===== src/rtl/ram_fifo_ctrl.sv =====
// FIFO controller around a simple dual-port RAM, presenting a first-word-fall-through valid/ready stream.
// Latency: a word pushed into an empty FIFO is visible on m_valid/m_data three cycles later; 1 word/cycle sustained.
// Backpressure: s_ready drops when the RAM is full; m_ready low holds the head word stable in the 2-entry output buffer.
module ram_fifo_ctrl #(
    parameter int DATA_WIDTH   = 32,
    parameter int DEPTH        = 16,
    parameter int AFULL_THRESH = 12,
    // Number of bits needed to hold DEPTH-1, matching the RAM's address width.
    localparam int ADDR_W      = $clog2(DEPTH),
    // Number of bits needed to hold DEPTH+2, the largest possible level.
    localparam int LVL_W       = $clog2(DEPTH + 3)
) (
    input  logic                  clk,
    input  logic                  rst,
    input  logic                  flush,
    input  logic [DATA_WIDTH-1:0] s_data,
    input  logic                  s_valid,
    output logic                  s_ready,
    output logic [DATA_WIDTH-1:0] m_data,
    output logic                  m_valid,
    input  logic                  m_ready,
    output logic [LVL_W-1:0]      level,
    output logic                  afull,
    output logic [ADDR_W-1:0]     ram_addra,
    output logic                  ram_wea,
    output logic [DATA_WIDTH-1:0] ram_dina,
    output logic [ADDR_W-1:0]     ram_addrb,
    output logic                  ram_enb,
    input  logic [DATA_WIDTH-1:0] ram_doutb
);

    logic [ADDR_W-1:0]     wr_ptr_q, wr_ptr_d;
    logic [ADDR_W-1:0]     rd_ptr_q, rd_ptr_d;
    logic [LVL_W-1:0]      ram_cnt_q, ram_cnt_d;
    logic                  inflight_q, inflight_d;
    logic [1:0]            ob_cnt_q, ob_cnt_d;
    logic [DATA_WIDTH-1:0] ob0_q, ob0_d;
    logic [DATA_WIDTH-1:0] ob1_q, ob1_d;

    logic                  clr;
    logic                  push;
    logic                  pop;
    logic [2:0]            ob_occ;
    logic [1:0]            cap_slot;

    assign clr = rst | flush;

    // Handshake, RAM port drive and read-issue decision, all derived from registered state.
    always_comb begin
        s_ready   = (ram_cnt_q < LVL_W'(DEPTH));
        m_valid   = (ob_cnt_q != 2'd0);
        m_data    = ob0_q;
        push      = s_valid & s_ready;
        pop       = m_valid & m_ready;
        ram_wea   = push;
        ram_addra = wr_ptr_q;
        ram_dina  = s_data;
        ram_addrb = rd_ptr_q;
        // Output-buffer slots that will be occupied once this cycle's pop and the in-flight word settle.
        ob_occ    = {1'b0, ob_cnt_q} + {2'b00, inflight_q} - {2'b00, pop};
        // Only issue a read if its data is guaranteed a free slot when it returns next cycle.
        ram_enb   = (ram_cnt_q != '0) && (ob_occ <= 3'd1) && !clr;
        level     = ram_cnt_q + LVL_W'(inflight_q) + LVL_W'(ob_cnt_q);
        afull     = (level >= LVL_W'(AFULL_THRESH));
    end

    // Next-state for pointers, counters and the output buffer shift/capture.
    always_comb begin
        wr_ptr_d   = wr_ptr_q;
        rd_ptr_d   = rd_ptr_q;
        ram_cnt_d  = ram_cnt_q;
        inflight_d = ram_enb;
        ob_cnt_d   = ob_cnt_q;
        ob0_d      = ob0_q;
        ob1_d      = ob1_q;
        cap_slot   = ob_cnt_q - {1'b0, pop};

        if (push) begin
            wr_ptr_d = (wr_ptr_q == ADDR_W'(DEPTH - 1)) ? '0 : wr_ptr_q + 1'b1;
        end
        if (ram_enb) begin
            rd_ptr_d = (rd_ptr_q == ADDR_W'(DEPTH - 1)) ? '0 : rd_ptr_q + 1'b1;
        end
        ram_cnt_d = ram_cnt_q + LVL_W'(push) - LVL_W'(ram_enb);

        // Pop shifts the buffer first; a returning RAM word then lands in the first free slot.
        if (pop) begin
            ob0_d = ob1_q;
        end
        if (inflight_q) begin
            if (cap_slot == 2'd0) begin
                ob0_d = ram_doutb;
            end else begin
                ob1_d = ram_doutb;
            end
        end
        ob_cnt_d = ob_cnt_q - {1'b0, pop} + {1'b0, inflight_q};
    end

    // State registers; reset and flush both discard all stored and in-flight words.
    always_ff @(posedge clk) begin
        if (clr) begin
            wr_ptr_q   <= '0;
            rd_ptr_q   <= '0;
            ram_cnt_q  <= '0;
            inflight_q <= 1'b0;
            ob_cnt_q   <= 2'd0;
            ob0_q      <= '0;
            ob1_q      <= '0;
        end else begin
            wr_ptr_q   <= wr_ptr_d;
            rd_ptr_q   <= rd_ptr_d;
            ram_cnt_q  <= ram_cnt_d;
            inflight_q <= inflight_d;
            ob_cnt_q   <= ob_cnt_d;
            ob0_q      <= ob0_d;
            ob1_q      <= ob1_d;
        end
    end

endmodule


===== config.mk =====
export PLATFORM = sky130hd
export DESIGN_NAME = ram_fifo_ctrl
export DESIGN_NICKNAME = d
export VERILOG_FILES = /design/src/rtl/ram_fifo_ctrl.sv
export SDC_FILE = /design/constraint.sdc
export NUM_CORES = 1
export LEC_CHECK = 0
export ABC_CLOCK_PERIOD_IN_PS = 11200
export CAP_MARGIN = 15
export CELL_PAD_IN_SITES_DETAIL_PLACEMENT = 1
export CELL_PAD_IN_SITES_GLOBAL_PLACEMENT = 2
export CORE_MARGIN = 3
export CORE_UTILIZATION = 25
export DETAILED_ROUTE_END_ITERATION = 7
export GPL_TIMING_DRIVEN = 0
export PLACE_DENSITY_LB_ADDON = 0.1
export SLEW_MARGIN = 20
export SYNTH_ARGS = -nofsm -noshare
export SYNTH_HDL_FRONTEND = slang
export SYNTH_SLANG_ARGS = --single-unit

===== constraint.sdc =====
create_clock -name clk -period 11.2 [get_ports clk]
set_input_delay 1.12 -clock clk [delete_from_list [all_inputs] [get_ports clk]]
set_output_delay 1.12 -clock clk [all_outputs]
set_load 0.05 [all_outputs]

==> out/qor.yml, run 1 <==
outcome: "complete, no violations"
finalMaxSlewViolations: 0
cts.root.buffer_cell: "clkbuf_16"
synth_compound_area_frac: 0.181
synthAdderAreaFrac: 0.0647
power.switching_uw: 364
fmax_ghz: 0.185
grt_pass1_wl_um: 19100
met2WireLength_um: 5780
min_path_cells: 2
crit_path_end_kind: "output port"
crit_fanout: 10
yosys.area_share.simple: 0.179
avgSynthCellArea_sq_um: 8.00
yosysUniqueCellTypes: 34
final-hold-violation-count: 0
powerDensity_nw_per_um2: 181
ys_seq_area_frac: 0.427
start_kind: "primary input"
cp.arrival_ns: 4.29
synth_xor_area_frac: 0.0210
ioPinCount: 151
clk_latency_ns: 0.34
internal_power_uw: 625
hpwl_um: 8900
first_pass_iters: 4
met1_length_um: 5300
clockPowerShare: 0.303
setup_violations: 0
synthToLayoutAreaGrowth_pct: 45.6
wl_per_cell_um: 15.1
ys.warnings.count: 0
grt_overflow: 0
synth_top_family_by_area: "compound AO/OA/AOI/OAI gates"
cts_setup_buffers: 0
met3WireLength_um: 639
cts_sinks: 80
grt_start_max_net_pins: 13
die_h_um: 128
synthMuxAreaShare: 0
finalCritPeriodShare: 0.483
fin_util: 0.374
cts_hold_buf: 0
drc: 0
rsz0062_at_grt: "false"
synth_fp_nets: 555
pwr-share-comb: 0.369
n_fill_cell: 1732
htreeDepth: 3
dieWidth_um: 128
fin_skew_ns: 0.00340
vias: 3575
rr_worst_depth: 19
ys_ff_latch: 80
final_cell_mix: "nand2_1 (137), clkdlybuf4s50_1 (118), dfxtp_1 (80), a21oi_1 (42)"
clockBufferDepth: 2
p_leak_nw: 1.90
diodes: 0
drive_gt1_frac: 0.106
p_seq_frac: 0.329
cap_viol_max_count: 0
die_area_sq_um: 16500
ir_worst_vdd_v: 0.000109
slew_headroom: 0.593
synth_area_sq_um: 3750
layout_commonest_cell: "nand2_1"
cts_tree: "built"
p_sw_frac: 0.368
port_buffers: 118
first_global_vias: 3805
globalplace.congestion: 0.709
holdCritPathClass: "flop to flop"
drtIter0Drc: 82
rows: 44
critical_path_class: "primary input to output port"
period_needed_ns: 5.41
worst_pin_slew_ns: 0.610
track_usage: 0.147
cts_made_buffers: 9
viasPerCell: 4.54
clkTransAtPathRegs_ns: 0.06
highest_layer: "met4"
start_util: 0.257
syn_inst: 469
antenna_found_initial: 0
antenna_left: 0
cts-resized-gates: 0
finalSetupTns_ns: 0
required_ns: 10.08
drt-total-wl_um: 11900
layout.nets: 684
core_sq_um: 14600
## cells in the mapped netlist
master	instances	area, sq um
nand2b_1	1	6.26
o41ai_1	1	8.76
a311oi_1	1	8.76
xor2_1	3	26.3
a311o_1	1	10.0
nand3_1	3	15.0
or2_4	1	8.76
and2_1	4	25.0
a21oi_1	42	210
a21o_1	2	15.0
buf_6	8	90.1
nand2_1	137	514
or3_1	3	18.8
o311ai_0	1	8.76
or4b_2	1	10.0
nor2b_1	2	12.5
ha_1	13	163
clkbuf_1	18	67.6
inv_1	16	60.1
o21ai_0	11	55.1
buf_2	3	15.0
fa_1	4	80.1
dfxtp_1	80	1600
xnor2_1	6	52.6
or2_2	1	6.26
o31a_1	1	8.76
nor2_1	9	33.8
o21ai_1	28	140
a31oi_1	32	200
or4_4	1	11.3
inv_2	1	3.75
o31ai_2	1	12.5
nand2_4	1	11.3
buf_4	32	240
## cells by family (layout without fill, tap and decap cells)
logic type      after synthesis  count (layout)
flops                        80              80
simple gates                164             164
compound gates              121             121
xor+xnor                      9               9
buf+inv                      78             212
fa+ha+maj                    17              17
## layout make-up
cell class	count	area [sq um]	share of cell area
Inverter	17	63.8	0.0117
Clock buffer	13	260	0.0476
Buffer	61	413	0.0756
Multi-Input combinational cell	311	1670	0.306
Tap cell	184	230	0.0421
Clock inverter	3	40.0	0.00733
Sequential cell	80	1600	0.293
Timing Repair Buffer	118	1180	0.216
## layer usage
metal	vias up	track usage
li1	1792	-
met1	1676	0.179
met2	96	0.255
met3	11	0.0278
met4	0	0.0568
met5	-	0
## sequential cells by signal (all words and copies together) (netlist names)
signal,flops
m_data,32
ram_addra,4
inflight_q,1
ob_cnt_q,2
ob1_q,32
ram_cnt_q,5
ram_addrb,4
## final timing paths
check / from / end / slack, ns
worst max register to register: ob_cnt_q[1] / ram_cnt_q[4] / 7.15
worst min-delay path: ob1_q[24] / ob1_q[24] / 0.46
worst min register to register: ob1_q[24] / ob1_q[24] / 0.46
worst max-delay path: m_ready / ram_enb / 5.79
## power groups by stage
stage / clock (mW) / combinational, mW / sequential, mW
6_report: 0.299 / 0.364 / 0.325
4_1_cts: 0.311 / 0.371 / 0.325
5_1_grt: 0.323 / 0.395 / 0.329
2_1_floorplan: 0 / 0.204 / 0.372
3_5_place_dp: 0 / 0.368 / 0.332
3_3_place_gp: 0 / 0.361 / 0.331
## through the flow
stage	area [sq um]	total power [mW]	hold slack, ns	setup slack [ns]	instances
global route	5460	1.05	0.467	5.55	787
global placement	5160	0.692	0.442	5.85	771
floorplan	3750	0.576	0.437	6.48	469
CTS	5460	1.01	0.456	5.77	787
finish	5460	0.989	0.456	5.79	787
detailed placement	5160	0.700	0.447	5.79	771
## critical path, cell delays in order
cell and delay, ns:
clkdlybuf4s50_1 0.55, and2_1 0.17, buf_6 0.13, nand2_4 0.06, o21ai_0 0.09, ha_1 0.17, inv_1 0.04, fa_1 0.37
xnor2_1 0.15, nand3_1 0.29, nor2_1 0.28, clkdlybuf4s50_1 0.85
Power figures use the tool's default switching activity.
==> run 2, diff against run 1 <==
Settings changed: ABC_CLOCK_PERIOD_IN_PS 11200 to 4600, CORE_UTILIZATION 25 to 21.
Clock period 11.2 ns to 4.6 ns, I/O delays scaled along.
==> out/qor.yml, run 2 (synthesized netlist as in run 1, its figures left out) <==
ir_worst_vdd_v: 0.000229  # +110%
cts-resized-gates: 0  # unchanged
start_kind: "flop"
finalMaxSlewViolations: 0  # unchanged
critical_path_class: "flop to output port"
finalCritPeriodShare: 0.879
core_sq_um: 17400  # +19%
slew_headroom: 0.581  # -0.0125
grt_pass1_wl_um: 20200  # +5.8%
period_needed_ns: 4.04
crit_path_top_delay_cell: "clkdlybuf4s50_1"
finalSetupTns_ns: 0  # unchanged
path_buf_inv: 3  # -1
wl_per_cell_um: 14.8  # -1.9%
cts_sinks: 80  # unchanged
rows: 48  # +9.1%
cts_tree: "built"
htreeDepth: 3  # unchanged
cts_setup_buffers: 0  # unchanged
hpwl_um: 9230  # +3.6%
crit_path_end_kind: "output port"
die_h_um: 140  # +8.7%
rsz0062_at_grt: "false"
cts.root.buffer_cell: "clkbuf_16"
viasPerCell: 4.30  # -5.4%
powerDensity_nw_per_um2: 446  # +150%
clk_latency_ns: 0.34  # about the same
cts_hold_buf: 0  # unchanged
cap_viol_max_count: 0  # unchanged
ioPinCount: 151  # unchanged
cts_made_buffers: 9  # unchanged
synthToLayoutAreaGrowth_pct: 47.9
cp.arrival_ns: 3.58  # -0.71 ns
holdCritPathClass: "flop to flop"
worst_pin_slew_ns: 0.629  # +0.0187 ns
cpPeakStageDelay_ns: 0.84  # about the same
start_util: 0.215  # -0.0417
crit_chain: "or2_4, and2_1, buf_6, nand2_4, o21ai_0, ha_1, inv_1, fa_1, xnor2_1, nand3_1, nor2_1, clkdlybuf4s50_1"
crit_fanout: 10  # unchanged
antenna_left: 0  # unchanged
grt_start_max_net_pins: 13  # unchanged
grt_overflow: 0  # unchanged
layout_commonest_cell: "nand2_1"
vias: 3557  # -0.50%
die_area_sq_um: 19500  # +18%
fin_skew_ns: 0.00375  # +0.000352 ns
diodes: 0  # unchanged
fmax_ghz: 0.247
setup_violations: 0  # unchanged
clockBufferDepth: 2  # unchanged
drt-total-wl_um: 12300  # +3.2%
first_global_vias: 3828  # +0.60%
layout.nets: 684  # unchanged
dieWidth_um: 140  # +8.7%
port_buffers: 118  # unchanged
drc: 0  # unchanged
drive_gt1_frac: 0.106  # unchanged
final_cell_mix: "nand2_1 (137), clkdlybuf4s50_1 (118), dfxtp_1 (80), a21oi_1 (42)"
drtIter0Drc: 92  # +12%
crit_family: "buffers and inverters"
p_leak_nw: 1.91  # +0.71%
globalplace.congestion: 0.723  # +2.0%
outcome: "complete, no violations"
clkTransAtPathRegs_ns: 0.06  # about the same
fin_util: 0.319  # -0.0559
first_pass_iters: 5  # +1
track_usage: 0.130  # -0.0171
required_ns: 4.14  # -5.94 ns
final-hold-violation-count: 0  # unchanged
antenna_found_initial: 0  # unchanged
-- run 2: cell types whose count changed in the layout (fill, tap and decap cells not counted), sizes merged --
cell    change
bufinv      +1
clkbuf      +1
clkinv      -2
-- run 2: final timing paths --
| check | end | cells past startpoint | slack (ns) | start |
|---|---|---|---|---|
| setup / recovery | ram_enb | 12 | 0.56 | ob_cnt_q[1] |
| hold / removal | ob1_q[2] | 2 | 0.46 | ob1_q[2] |
| setup reg to reg | ram_cnt_q[4] | 19 | 0.62 | ob_cnt_q[1] |
| hold reg to reg | ob1_q[2] | 2 | 0.46 | ob1_q[2] |
-- run 2: where the power goes --
part / internal, mW / switching (mW)
clock network: 0.521 / 0.283
logic: 0.328 / 0.554
registers: 0.743 / 0.0472
total: 1.59 / 0.885
-- run 2: cell type report --
| class | count | area, sq um |
|---|---|---|
| plain buffers | 61 | 413 |
| clock buffers | 14 | 274 |
| clock inverters | 2 | 60.1 |
| fillers | 2080 | 11900 |
| inverters | 17 | 63.8 |
| multi-input cells | 311 | 1670 |
| flip-flops and latches | 80 | 1600 |
| well taps | 225 | 282 |
| repair buffers | 118 | 1180 |
-- run 2: layer usage --
metal	wire, um	part of all wire	up-vias	global-route usage
li1	-	-	1793	-
met1	5640	0.46	1663	0.162
met2	5820	0.47	90	0.219
met3	617	0.050	11	0.0299
met4	198	0.016	0	0.0459
met5	0	0	-	0
-- run 2: worst min-delay path, stage by stage, from the launching register on --
cell     delay (ns)
dfxtp_1        0.31
nand2_1        0.05
a21oi_1        0.05
-- run 2: through the flow --
step	instances	power (mW)	hold slack, ns	cell area [sq um]	setup WS [ns]
after global placement	812	1.70	0.442	5210	0.286
after CTS	828	2.54	0.458	5550	0.447
after detailed placement	812	1.71	0.449	5210	0.215
after floorplan	469	1.40	0.437	3750	0.243
after global routing	828	2.64	0.476	5550	0.210
final	828	2.48	0.458	5550	0.559
==> variant 1: new RTL, flow settings as in run 1 <==
`DEPTH`: 16 -> 32.
--- a/src/rtl/ram_fifo_ctrl.sv
+++ b/src/rtl/ram_fifo_ctrl.sv
@@ -5,3 +5,3 @@
     parameter int DATA_WIDTH   = 32,
-    parameter int DEPTH        = 16,
+    parameter int DEPTH        = 32,
     parameter int AFULL_THRESH = 12,
Interface: changed (resized level, ram_addra and ram_addrb); port bits go from 151 to 154. The function was not compared with the original's and may differ.
==> variant 1 against run 1 <==
Wire length rose by 3.4%; first-iteration DRC count fell by 1.2%; final cell count rose by 2.4%; power rose by 4.1%; worst hold slack got worse by 0.0041 ns; cell area rose by 10%; clock power rose by 5%; synthesized cell count fell by 3.0%; sequential power rose by 2%; critical path type unchanged; count of clock-buffer cells in the layout fell by 4; sequential cell count rose by 3; worst setup slack improved by 0.11 ns; synthesized area rose by 13%.
==> variant 1: results (changes against run 1) <==
status: finished, final reports clean (unchanged)
CTS resizes: 0 (unchanged)
sequential area share after synthesis: 39.4% (was 42.7%)
VDD IR-drop max: 80.9 µV (was 109 µV)
dpl hpwl: 9420 µm (was 8900 µm)
Setup Fix Bufs, Post-CTS: 0 (unchanged)
headroom to the max-slew limit: 47.1% (was 59.3%)
initial antenna violation count: 0 (unchanged)
global-route wire length before repair: 20200 µm (was 19100 µm)
placed cells: 792 (was 771)
all-layer global routing usage: 13.9% (was 14.7%)
reg2reg path depth: 15 (was 19)
GPL Wtd Cong: 0.716 (was 0.709)
leakage: 2.37 nW (was 1.90 nW)
switching share of power: 36.4% (was 36.8%)
clock buffer depth: 2 (unchanged)
Root Driver: clkbuf_16 (unchanged)
asr flop ratio synth: 0% (unchanged)
final WL: 12300 µm (was 11900 µm)
CTS buffer count: 9 (unchanged)
fraction of layout cells with a size suffix above 1: 16.9% (was 10.6%)
worst-skew pair later-pin latency: 0.34 ns (about the same)
drt first pass iters: 4 (unchanged)
Reg clk slew, reported paths: 0.06 ns (about the same)
htree depth: 3 (unchanged)
Critical Path AT: 4.18 ns (was 4.29 ns)
synth unique cells: 45 (was 34)
Fill cells: 1886 (was 1732)
number of cells on the worst hold path: 2 (unchanged)
HP Class: flip-flop to flip-flop (unchanged)
iteration-0 DRC count of the detailed router: 81 (was 82)
Final Skew: 0.00520 ns (was 0.00340 ns)
Mapped Avg Cell Area: 9.28 µm² (was 8.00 µm²)
number of diodes: 0 (unchanged)
Finished Layout Cells: 806 (was 787)
vias in the first global route: 3942 (was 3805)
leading cell types by count after synthesis: dfxtp_1, nand2_1, nor2_1 (was nand2_1, dfxtp_1, a21oi_1)
vias per std cell: 4.47 (was 4.54)
largest net degree at the start of global routing: 14 (was 13)
crit-path max FO: 10 (unchanged)
top post-synthesis cells by area: dfxtp_1, a211oi_2, mux2i_1 (was dfxtp_1, nand2_1, buf_4)
syn nets: 546 (was 555)
Port Buffers: 121 (was 118)
Layout Nets: 678 (was 684)
synth warn: 0 (unchanged)
==> variant 1: worst paths after layout <==
path	from	to	slack, ns
max	m_ready	ram_enb	5.90
min	ob1_q[1]$_SDFFE_PP0P_	ob1_q[1]$_SDFFE_PP0P_	0.45
max reg2reg	ob_cnt_q[1]$_SDFF_PP0_	ram_cnt_q[4]$_SDFF_PP0_	7.51
min reg2reg	ob1_q[1]$_SDFFE_PP0P_	ob1_q[1]$_SDFFE_PP0P_	0.45
==> variant 1: area by class of cell <==
| class | count | area, µm² | area share, % |
|---|---|---|---|
| flip-flops and latches | 83 | 1660 | 27.7 |
| clock inverters | 5 | 80.1 | 1.33 |
| plain buffers | 58 | 398 | 6.62 |
| multi-input cells | 297 | 2100 | 34.9 |
| repair buffers | 121 | 1210 | 20.2 |
| inverters | 17 | 63.8 | 1.06 |
| well taps | 216 | 270 | 4.50 |
| clock buffers | 9 | 225 | 3.75 |
==> variant 1: critical path: stages <==
cell	delay, ns
clkdlybuf4s50_1	0.57
nand3_2	0.14
o21ai_0	0.12
ha_1	0.16
inv_1	0.04
fa_1	0.37
xor2_1	0.19
nor4b_4	0.55
clkdlybuf4s50_1	0.92
==> variant 1: kinds of logic (layout without fill, tap and decap cells) <==
| group | after synthesis | after routing | share of synthesized area, % |
|---|---|---|---|
| simple gates | 142 | 142 | 15.4 |
| compound gates | 90 | 90 | 17.2 |
| flops | 83 | 83 | 39.4 |
| buf+inv | 75 | 210 | 10.9 |
| mux | 34 | 34 | 8.06 |
| fa+ha+maj | 22 | 22 | 7.23 |
| xor+xnor | 9 | 9 | 1.87 |
==> variant 1: stage by stage <==
stage / utilization (%) / instance area [µm²] / hold slack, ns / worst slack (ns)
2_1_floorplan: - / 4220 / 0.436 / 6.90
3_3_place_gp: 35.1 / 5700 / 0.442 / 5.85
3_5_place_dp: 35.1 / 5700 / 0.448 / 5.84
4_1_cts: 37.0 / 6010 / 0.456 / 5.85
5_1_grt: 37.0 / 6010 / 0.474 / 5.65
6_report: 37.0 / 6010 / 0.452 / 5.90
==> variant 1: metal layers <==
layer | GRT usage [%] | wire length (µm)
met1 | 15.9 | 5160
met2 | 25.5 | 6360
met3 | 4.40 | 689
met4 | 2.86 | 89
met5 | 0 | 0
==> variant 1: power groups by stage <==
| stage | Combinational (W) | Sequential (W) | Clock (W) |
|---|---|---|---|
| 2_1_floorplan | 0.000226 | 0.000381 | 0 |
| 3_3_place_gp | 0.000384 | 0.000340 | 0 |
| 3_5_place_dp | 0.000387 | 0.000341 | 0 |
| 4_1_cts | 0.000390 | 0.000334 | 0.000324 |
| 5_1_grt | 0.000416 | 0.000337 | 0.000337 |
| 6_report | 0.000382 | 0.000333 | 0.000313 |
==> variant 2: new RTL, flow settings as in run 1 <==
Made on the original files. Put a register stage on the output `level`. The value now appears one clock later. The other outputs are not delayed to match.
--- a/src/rtl/ram_fifo_ctrl.sv
+++ b/src/rtl/ram_fifo_ctrl.sv
@@ -30,2 +30,4 @@
 );
+
+    logic [LVL_W-1:0] level_d;
 
@@ -62,4 +64,4 @@
         ram_enb   = (ram_cnt_q != '0) && (ob_occ <= 3'd1) && !clr;
-        level     = ram_cnt_q + LVL_W'(inflight_q) + LVL_W'(ob_cnt_q);
-        afull     = (level >= LVL_W'(AFULL_THRESH));
+        level_d   = ram_cnt_q + LVL_W'(inflight_q) + LVL_W'(ob_cnt_q);
+        afull     = (level_d >= LVL_W'(AFULL_THRESH));
     end
@@ -120,2 +122,6 @@
 
+    always_ff @(posedge clk) begin
+        level <= level_d;
+    end
+
 endmodule
Function: changed (Yosys sat finds a counterexample within 4 cycles, from zero or initial values).
==> variant 2 against run 1 <==
Worst hold slack improved by 0.00088 ns; count of clock-buffer cells in the layout fell by 1; cell area rose by 1.7%; synthesized area rose by 2.7%; die area rose by 2.5%; clock skew rose by 0.0026 ns; power rose by 2.1%; wire length rose by 2.1%; sequential cell count rose by 5; worst setup slack improved by 0.058 ns; global-route usage fell by 0.22 points; largest cell class is now sequential cells.
==> variant 2: results (changes against run 1) <==
Worst path max stage delay: 0.85 ns (about the same)
Final Skew: 0.00600 ns (was 0.00340 ns)
top post-synthesis cells by area: dfxtp_1, nand2_1, buf_4 (unchanged)
asr flop ratio synth: 0% (unchanged)
synth unique cells: 35 (was 34)
final WL: 12200 µm (was 11900 µm)
HP Class: flip-flop to flip-flop (unchanged)
via count: 3639 (was 3575)
status: finished, final reports clean (unchanged)
largest net degree at the start of global routing: 14 (was 13)
leakage: 1.93 nW (was 1.90 nW)
syn nets: 560 (was 555)
worst-skew pair later-pin latency: 0.34 ns (about the same)
sequential area share after synthesis: 44.2% (was 42.7%)
CTS buffer count: 9 (unchanged)
global-route wire length before repair: 19100 µm (about the same)
Root Driver: clkbuf_16 (unchanged)
vias in the first global route: 3754 (was 3805)
Placed Area: 5260 µm² (was 5160 µm²)
headroom to the max-slew limit: 59.8% (was 59.3%)
Critical Path AT: 4.23 ns (was 4.29 ns)
clock buffer depth: 2 (unchanged)
GPL Wtd Cong: 0.726 (was 0.709)
number of diodes: 0 (unchanged)
fraction of layout cells with a size suffix above 1: 10.5% (was 10.6%)
leading cell types by count after synthesis: nand2_1, dfxtp_1, a21oi_1 (unchanged)
Mapped Avg Cell Area: 8.12 µm² (was 8.00 µm²)
all-layer global routing usage: 14.5% (was 14.7%)
drt first pass iters: 4 (unchanged)
dpl hpwl: 9030 µm (was 8900 µm)
VDD IR-drop max: 73.0 µV (was 109 µV)
vias per std cell: 4.59 (was 4.54)
setup slack at placement: 5.84 ns (was 5.79 ns)
iteration-0 DRC count of the detailed router: 130 (was 82)
Reg clk slew, reported paths: 0.06 ns (about the same)
placed cells: 776 (was 771)
Fill cells: 1758 (was 1732)
Layout Nets: 689 (was 684)
[variant 2: cell count changes after synthesis]
cell,change
or2_4,-1
dfxtp_1,+5
and2_4,+1
or2_1,+1
and2_1,-1
[variant 2: metal layers]
metal  global-route usage, %  up-vias  share of wire (%)
li1                        -     1805                  -
met1                    17.9     1706                 45
met2                    24.4      111                 48
met3                    2.70       17                5.6
met4                    6.48        0                2.2
met5                       0        -                  0
[variant 2: path summary, 6_finish.rpt]
kind                                                 to                    from  depth (start not counted)  slack [ns]
worst max-delay path                            ram_enb                 m_ready                         12        5.85
worst min-delay path             ob1_q[25]$_SDFFE_PP0P_  ob1_q[25]$_SDFFE_PP0P_                          2        0.46
worst max register to register  ram_cnt_q[4]$_SDFF_PP0_  ob_cnt_q[1]$_SDFF_PP0_                         19        7.17
worst min register to register   ob1_q[25]$_SDFFE_PP0P_  ob1_q[25]$_SDFFE_PP0P_                          2        0.46
[variant 2: cell families after synthesis]
group	synth area share [%]
AO/OA/AOI/OAI	17.6
XOR/XNOR	2.05
adder cells (fa/ha/maj)	6.30
buffers and inverters	12.4
flip-flops	44.2
AND/OR/NAND/NOR	17.5
[variant 2: power by group]
group	total (W)	internal, W	switching [W]
combinational	0.000356	0.000132	0.000224
sequential	0.000349	0.000329	0.0000200
clock	0.000305	0.000179	0.000126
total	0.00101	0.000640	0.000370
[variant 2: area by class of cell]
class | count | area, µm² | share of cell area [%]
plain buffers | 61 | 413 | 7.43
inverters | 17 | 63.8 | 1.15
clock buffers | 12 | 246 | 4.44
repair buffers | 118 | 1180 | 21.3
well taps | 184 | 230 | 4.14
clock inverters | 4 | 47.5 | 0.856
multi-input cells | 311 | 1670 | 30.1
flip-flops and latches | 85 | 1700 | 30.6
